===== src/rtl/io_clk_pkg.sv =====
// Shared sizing and types for the IO divided-clock bank.
// Eight channels, each with a 16-bit half-period divisor.
package io_clk_pkg;
    localparam int NUM_IO_CLKS      = 8;
    localparam int IO_CLK_DIV_WIDTH = 16;

    typedef logic [IO_CLK_DIV_WIDTH-1:0]     io_clk_div_t;
    typedef logic [$clog2(NUM_IO_CLKS)-1:0]  io_clk_idx_t;
endpackage


===== src/rtl/io_clk_div_channel.sv =====
// One divided clock: half-period counter, toggle flop, staged divisor.
// A staged divisor is applied only while idle or at the falling toggle.
module io_clk_div_channel
    import io_clk_pkg::*;
#(
    parameter int                   DIV_WIDTH = IO_CLK_DIV_WIDTH,
    parameter logic [DIV_WIDTH-1:0] RESET_DIV = '0
) (
    input  logic                 sys_clk,
    input  logic                 async_rst,
    input  logic                 clk_en,
    input  logic                 wr_en,
    input  logic [DIV_WIDTH-1:0] wr_div,
    output logic                 clk_out,
    output logic                 rise,
    output logic                 pending
);

    logic [DIV_WIDTH-1:0] div_q;
    logic [DIV_WIDTH-1:0] staged_q;
    logic [DIV_WIDTH-1:0] cnt_q;
    logic                 idle;
    logic                 at_end;
    logic                 apply;

    assign idle   = (div_q == '0);
    assign at_end = (cnt_q == div_q - 1'b1);
    // Falling toggle (or idle) is the only safe point to swap divisors.
    assign apply  = pending && (idle || (clk_out && at_end));

    always_ff @(posedge sys_clk or posedge async_rst) begin
        if (async_rst) begin
            div_q    <= RESET_DIV;
            staged_q <= RESET_DIV;
            cnt_q    <= '0;
            clk_out  <= 1'b0;
            rise     <= 1'b0;
            pending  <= 1'b0;
        end else if (clk_en) begin
            if (wr_en && !pending) begin
                staged_q <= wr_div;
                pending  <= 1'b1;
            end
            if (apply) begin
                div_q   <= staged_q;
                cnt_q   <= '0;
                clk_out <= 1'b0;
                rise    <= 1'b0;
                pending <= 1'b0;
            end else if (idle) begin
                cnt_q   <= '0;
                clk_out <= 1'b0;
                rise    <= 1'b0;
            end else if (at_end) begin
                cnt_q   <= '0;
                clk_out <= ~clk_out;
                rise    <= ~clk_out;
            end else begin
                cnt_q   <= cnt_q + 1'b1;
                rise    <= 1'b0;
            end
        end else begin
            rise <= 1'b0;
        end
    end

endmodule


===== src/rtl/io_clk_divider_bank.sv =====
// Bank of programmable divided IO clocks with a valid/ready config port.
// Top level only decodes the target channel and muxes back its ready.
module io_clk_divider_bank
    import io_clk_pkg::*;
#(
    parameter int                   NUM_CLKS  = NUM_IO_CLKS,
    parameter int                   DIV_WIDTH = IO_CLK_DIV_WIDTH,
    parameter logic [DIV_WIDTH-1:0] RESET_DIV = '0
) (
    input  logic                        sys_clk,
    input  logic                        async_rst,
    input  logic                        clk_en,
    input  logic                        cfg_valid,
    output logic                        cfg_ready,
    input  logic [$clog2(NUM_CLKS)-1:0] cfg_index,
    input  logic [DIV_WIDTH-1:0]        cfg_divisor,
    output logic [NUM_CLKS-1:0]         divided_clks,
    output logic [NUM_CLKS-1:0]         divided_rise,
    output logic [NUM_CLKS-1:0]         update_pending
);

    localparam int IDX_W = $clog2(NUM_CLKS);

    logic                index_ok;
    logic                take;
    logic [NUM_CLKS-1:0] wr_en;

    // Out-of-range targets always look ready so the write is simply dropped.
    assign index_ok  = (int'(cfg_index) < NUM_CLKS);
    assign cfg_ready = index_ok ? ~update_pending[cfg_index] : 1'b1;
    assign take      = cfg_valid && cfg_ready && clk_en && index_ok;

    for (genvar i = 0; i < NUM_CLKS; i++) begin : g_ch
        assign wr_en[i] = take && (cfg_index == IDX_W'(i));

        io_clk_div_channel #(
            .DIV_WIDTH (DIV_WIDTH),
            .RESET_DIV (RESET_DIV)
        ) u_ch (
            .sys_clk   (sys_clk),
            .async_rst (async_rst),
            .clk_en    (clk_en),
            .wr_en     (wr_en[i]),
            .wr_div    (cfg_divisor),
            .clk_out   (divided_clks[i]),
            .rise      (divided_rise[i]),
            .pending   (update_pending[i])
        );
    end

endmodule


===== config.mk =====
export PLATFORM = sky130hd
export DESIGN_NAME = io_clk_divider_bank
export DESIGN_NICKNAME = d
export VERILOG_FILES = /design/src/rtl/io_clk_pkg.sv /design/src/rtl/io_clk_div_channel.sv /design/src/rtl/io_clk_divider_bank.sv
export SDC_FILE = /design/constraint.sdc
export NUM_CORES = 1
export LEC_CHECK = 0
export CAP_MARGIN = 10
export CORE_MARGIN = 3
export CORE_UTILIZATION = 35
export DETAILED_ROUTE_END_ITERATION = 10
export DONT_BUFFER_PORTS = 1
export PLACE_DENSITY = 0.47
export SYNTH_ARGS = -nofsm -noshare
export SYNTH_HDL_FRONTEND = slang
export SYNTH_SLANG_ARGS = --single-unit

===== constraint.sdc =====
create_clock -name sys_clk -period 13.8 [get_ports sys_clk]
set_input_delay 2.76 -clock sys_clk [delete_from_list [all_inputs] [get_ports sys_clk]]
set_output_delay 2.76 -clock sys_clk [all_outputs]
set_load 0.02 [all_outputs]

==> flow_summary.yaml <==
outcome:
  outcome: "finished, final reports clean"
place:
  gp_congestion: 0.840
  post-place-cells: 2872
  dpl.hpwl_um: 39100
  dp_slack_ps: 7310
  io_buffers: 0
  placedInstanceArea_um2: 22800
timing:
  relSlewSlack: 0.297
  fin_crit_ps: 6470
  rsz0062_at_grt: "false"
  fmax_mhz: 154
  fin_worst_skew_ps: 16.1
  setup_violations: 0
  finalMaxSlewViolations: 0
  finalSetupTns_ps: 0
  fin_ws_ps: 7330
  worst_pin_slew_ps: 1050
  hold_violations: 0
  finalCritPeriodShare: 0.469
  hold_ws_ps: 487
clock_network:
  clkTransAtPathRegs_ps: 60
  cts_resized: 0
  tritoncts: "built"
  hold_buffers: 0
  cts_root_buffer: "clkbuf_16"
  postCtsSetupRepairBufs: 0
  cts.sinks: 408
  clockBufferDepth: 3
  h-tree-depth: 2
  cts_buffers: 47
  clock_latency_ps: 580
layout:
  fill_cells: 6141
  drive_gt1_frac: 0.160
  final_cell_mix: "dfrtp_1 (408), nor2_1 (174), mux2_2 (174)"
  area_delta_synth_final_pct: 10.6
  ff_latch_area_um2: 10200
  multi_input_area_um2: 11100
  final_util: 0.394
  final_common_cell: "dfrtp_1"
  instances_no_fill: 2962
  nNetsFinal: 2123
  finalInstanceArea_um2: 24500
yosys:
  synth_top_cell_by_area: "dfrtp_1"
  synth_flop_cell: "dfrtp_1"
  ys_ff_latch: 408
  synth-async-reset-ratio: 1.00
  yosysTopAreaCellShare: 0.461
  synth_edf_count: 0
  avgSynthCellArea_um2: 10.4
  netlist_instances: 2138
  synthTopCellsByArea: "dfrtp_1 (46%), mux2_2 (8.8%), xor2_1 (5.1%), xnor2_1 (4.4%), nor2_1 (2.9%)"
  ys_seq_area_frac: 0.461
  netlist_area_um2: 22100
  synth_cell_type_count: 103
  syn_nets: 2177
  ys_warn_count: 0
drt:
  wl_per_cell_um: 19.2
  vias: 15972
  drt_first_pass_iters: 7
  first_iter_violations: 979
  vias_per_cell: 5.39
  ant_nets: 0
  drc: 0
  drt_wl_total_um: 56800
critical_path:
  worstPathMaxFanout: 9
  arrival_ps: 3710
  critical_path.slowest_cell: "mux4_2"
  start_kind: "primary input"
  slowest_delay_ps: 520
  crit_chain: "mux4_2 -> mux2i_1"
  end_kind: "output port"
  cp.required_ps: 11040
  cp_num_buf_inv: 0
  cp_top_family: "multiplexers"
  criticalPathCategory: "primary input to output port"
floorplanning:
  fp.dieH_um: 258
  io-pin-count: 48
  num_rows: 91
  start_util: 0.356
  die_area_um2: 66300
  die_w_um: 258
  coreArea_um2: 62200
min_path:
  hp-class: "flip-flop to flip-flop"
power_and_ir_drop:
  p_per_area_nw_per_um2: 190
  power.total_mw: 4.65
  p_leak_nw: 10.8
  ir_drop_mv: 0.0945
flow_run:
  max-cap-violations: 0
global_route:
  antenna_found_initial: 5
  grt_max_degree: 95
  grt-ovfl-total: 0
  grt_usage: 0.172
  grt_pass1_wl_um: 91900
  first_global_vias: 15923
==> logic make-up (layout without fill, tap and decap cells) <==
kind of cell / count (synthesis) / count (layout) / share of synthesized area
fa+ha+maj: 16 / 16 / 0.00904
xor+xnor: 241 / 241 / 0.0960
mux: 208 / 208 / 0.106
buf+inv: 199 / 181 / 0.0398
simple gates: 741 / 741 / 0.183
compound gates: 325 / 325 / 0.105
flops: 408 / 408 / 0.461
other cells: 0 / 5 / 0
==> path summary, 6_finish.rpt <==
check / from / endpoint / slack (ps) / depth (start not counted)
worst max-delay path: cfg_index[0] / cfg_ready / 7330 / 2
worst min-delay path: g_ch[5].u_ch.staged_q[0]$_DFFE_PP0P_ / g_ch[5].u_ch.div_q[0]$_DFFE_PP0P_ / 490 / 1
worst max register to register: g_ch[3].u_ch.div_q[0]$_DFFE_PP0P_ / g_ch[3].u_ch.cnt_q[8]$_DFFE_PP0P_ / 9710 / 10
worst min register to register: g_ch[5].u_ch.staged_q[0]$_DFFE_PP0P_ / g_ch[5].u_ch.div_q[0]$_DFFE_PP0P_ / 490 / 1
max in group asynchronous: async_rst / g_ch[5].u_ch.cnt_q[5]$_DFFE_PP0P_ / 9290 / 3
min in group asynchronous: async_rst / g_ch[7].u_ch.rise$_DFF_PP0_ / 2190 / 1
==> metal layers <==
metal / track usage / wire length [um]
met3: 0.0292 / 2510
met5: 0 / 0
met2: 0.272 / 25600
met1: 0.245 / 27400
met4: 0.0473 / 1280
==> area by class of cell <==
cell class / count / share of cell area
multi-input cells: 1531 / 0.453
flip-flops and latches: 408 / 0.417
clock buffers: 64 / 0.0564
well taps: 837 / 0.0427
clock inverters: 21 / 0.0130
inverters: 78 / 0.0121
repair buffers: 18 / 0.00552
diodes: 5 / 0.000511
==> flip-flops by register name, indices dropped and copies added, names as in the netlist <==
| register | cells |
|---|---|
| g_ch.u_ch.cnt_q | 128 |
| g_ch.u_ch.staged_q | 128 |
| g_ch.u_ch.rise | 8 |
| g_ch.u_ch.pending | 8 |
| g_ch.u_ch.clk_out | 8 |
| g_ch.u_ch.div_q | 128 |
==> power by group <==
part	internal (mW)	switching, mW	leakage [nW]
combinational	0.682	0.764	4.60
clock	0.849	0.518	0.838
sequential	1.48	0.358	5.32
==> Yosys cell counts (9+ instances only) <==
cell type and number:
a21oi_1 58, a22o_1 24, a31oi_1 17, and2_1 13
and3_1 36, buf_2 15, buf_4 28, clkbuf_1 72
dfrtp_1 408, ha_1 16, inv_1 78, mux2_1 26
mux2_2 174, nand2_1 140, nand2b_1 14, nand3_1 71
nand3b_1 10, nand4_1 51, nor2_1 174, nor2b_1 9
nor3_1 60, nor3b_1 13, nor4_1 34, nor4_2 9
o211ai_1 16, o21ai_0 66, o2bb2ai_1 30, o31ai_1 11
or3_1 22, or4_1 15, xnor2_1 111, xor2_1 129
Power figures use the tool's default switching activity.
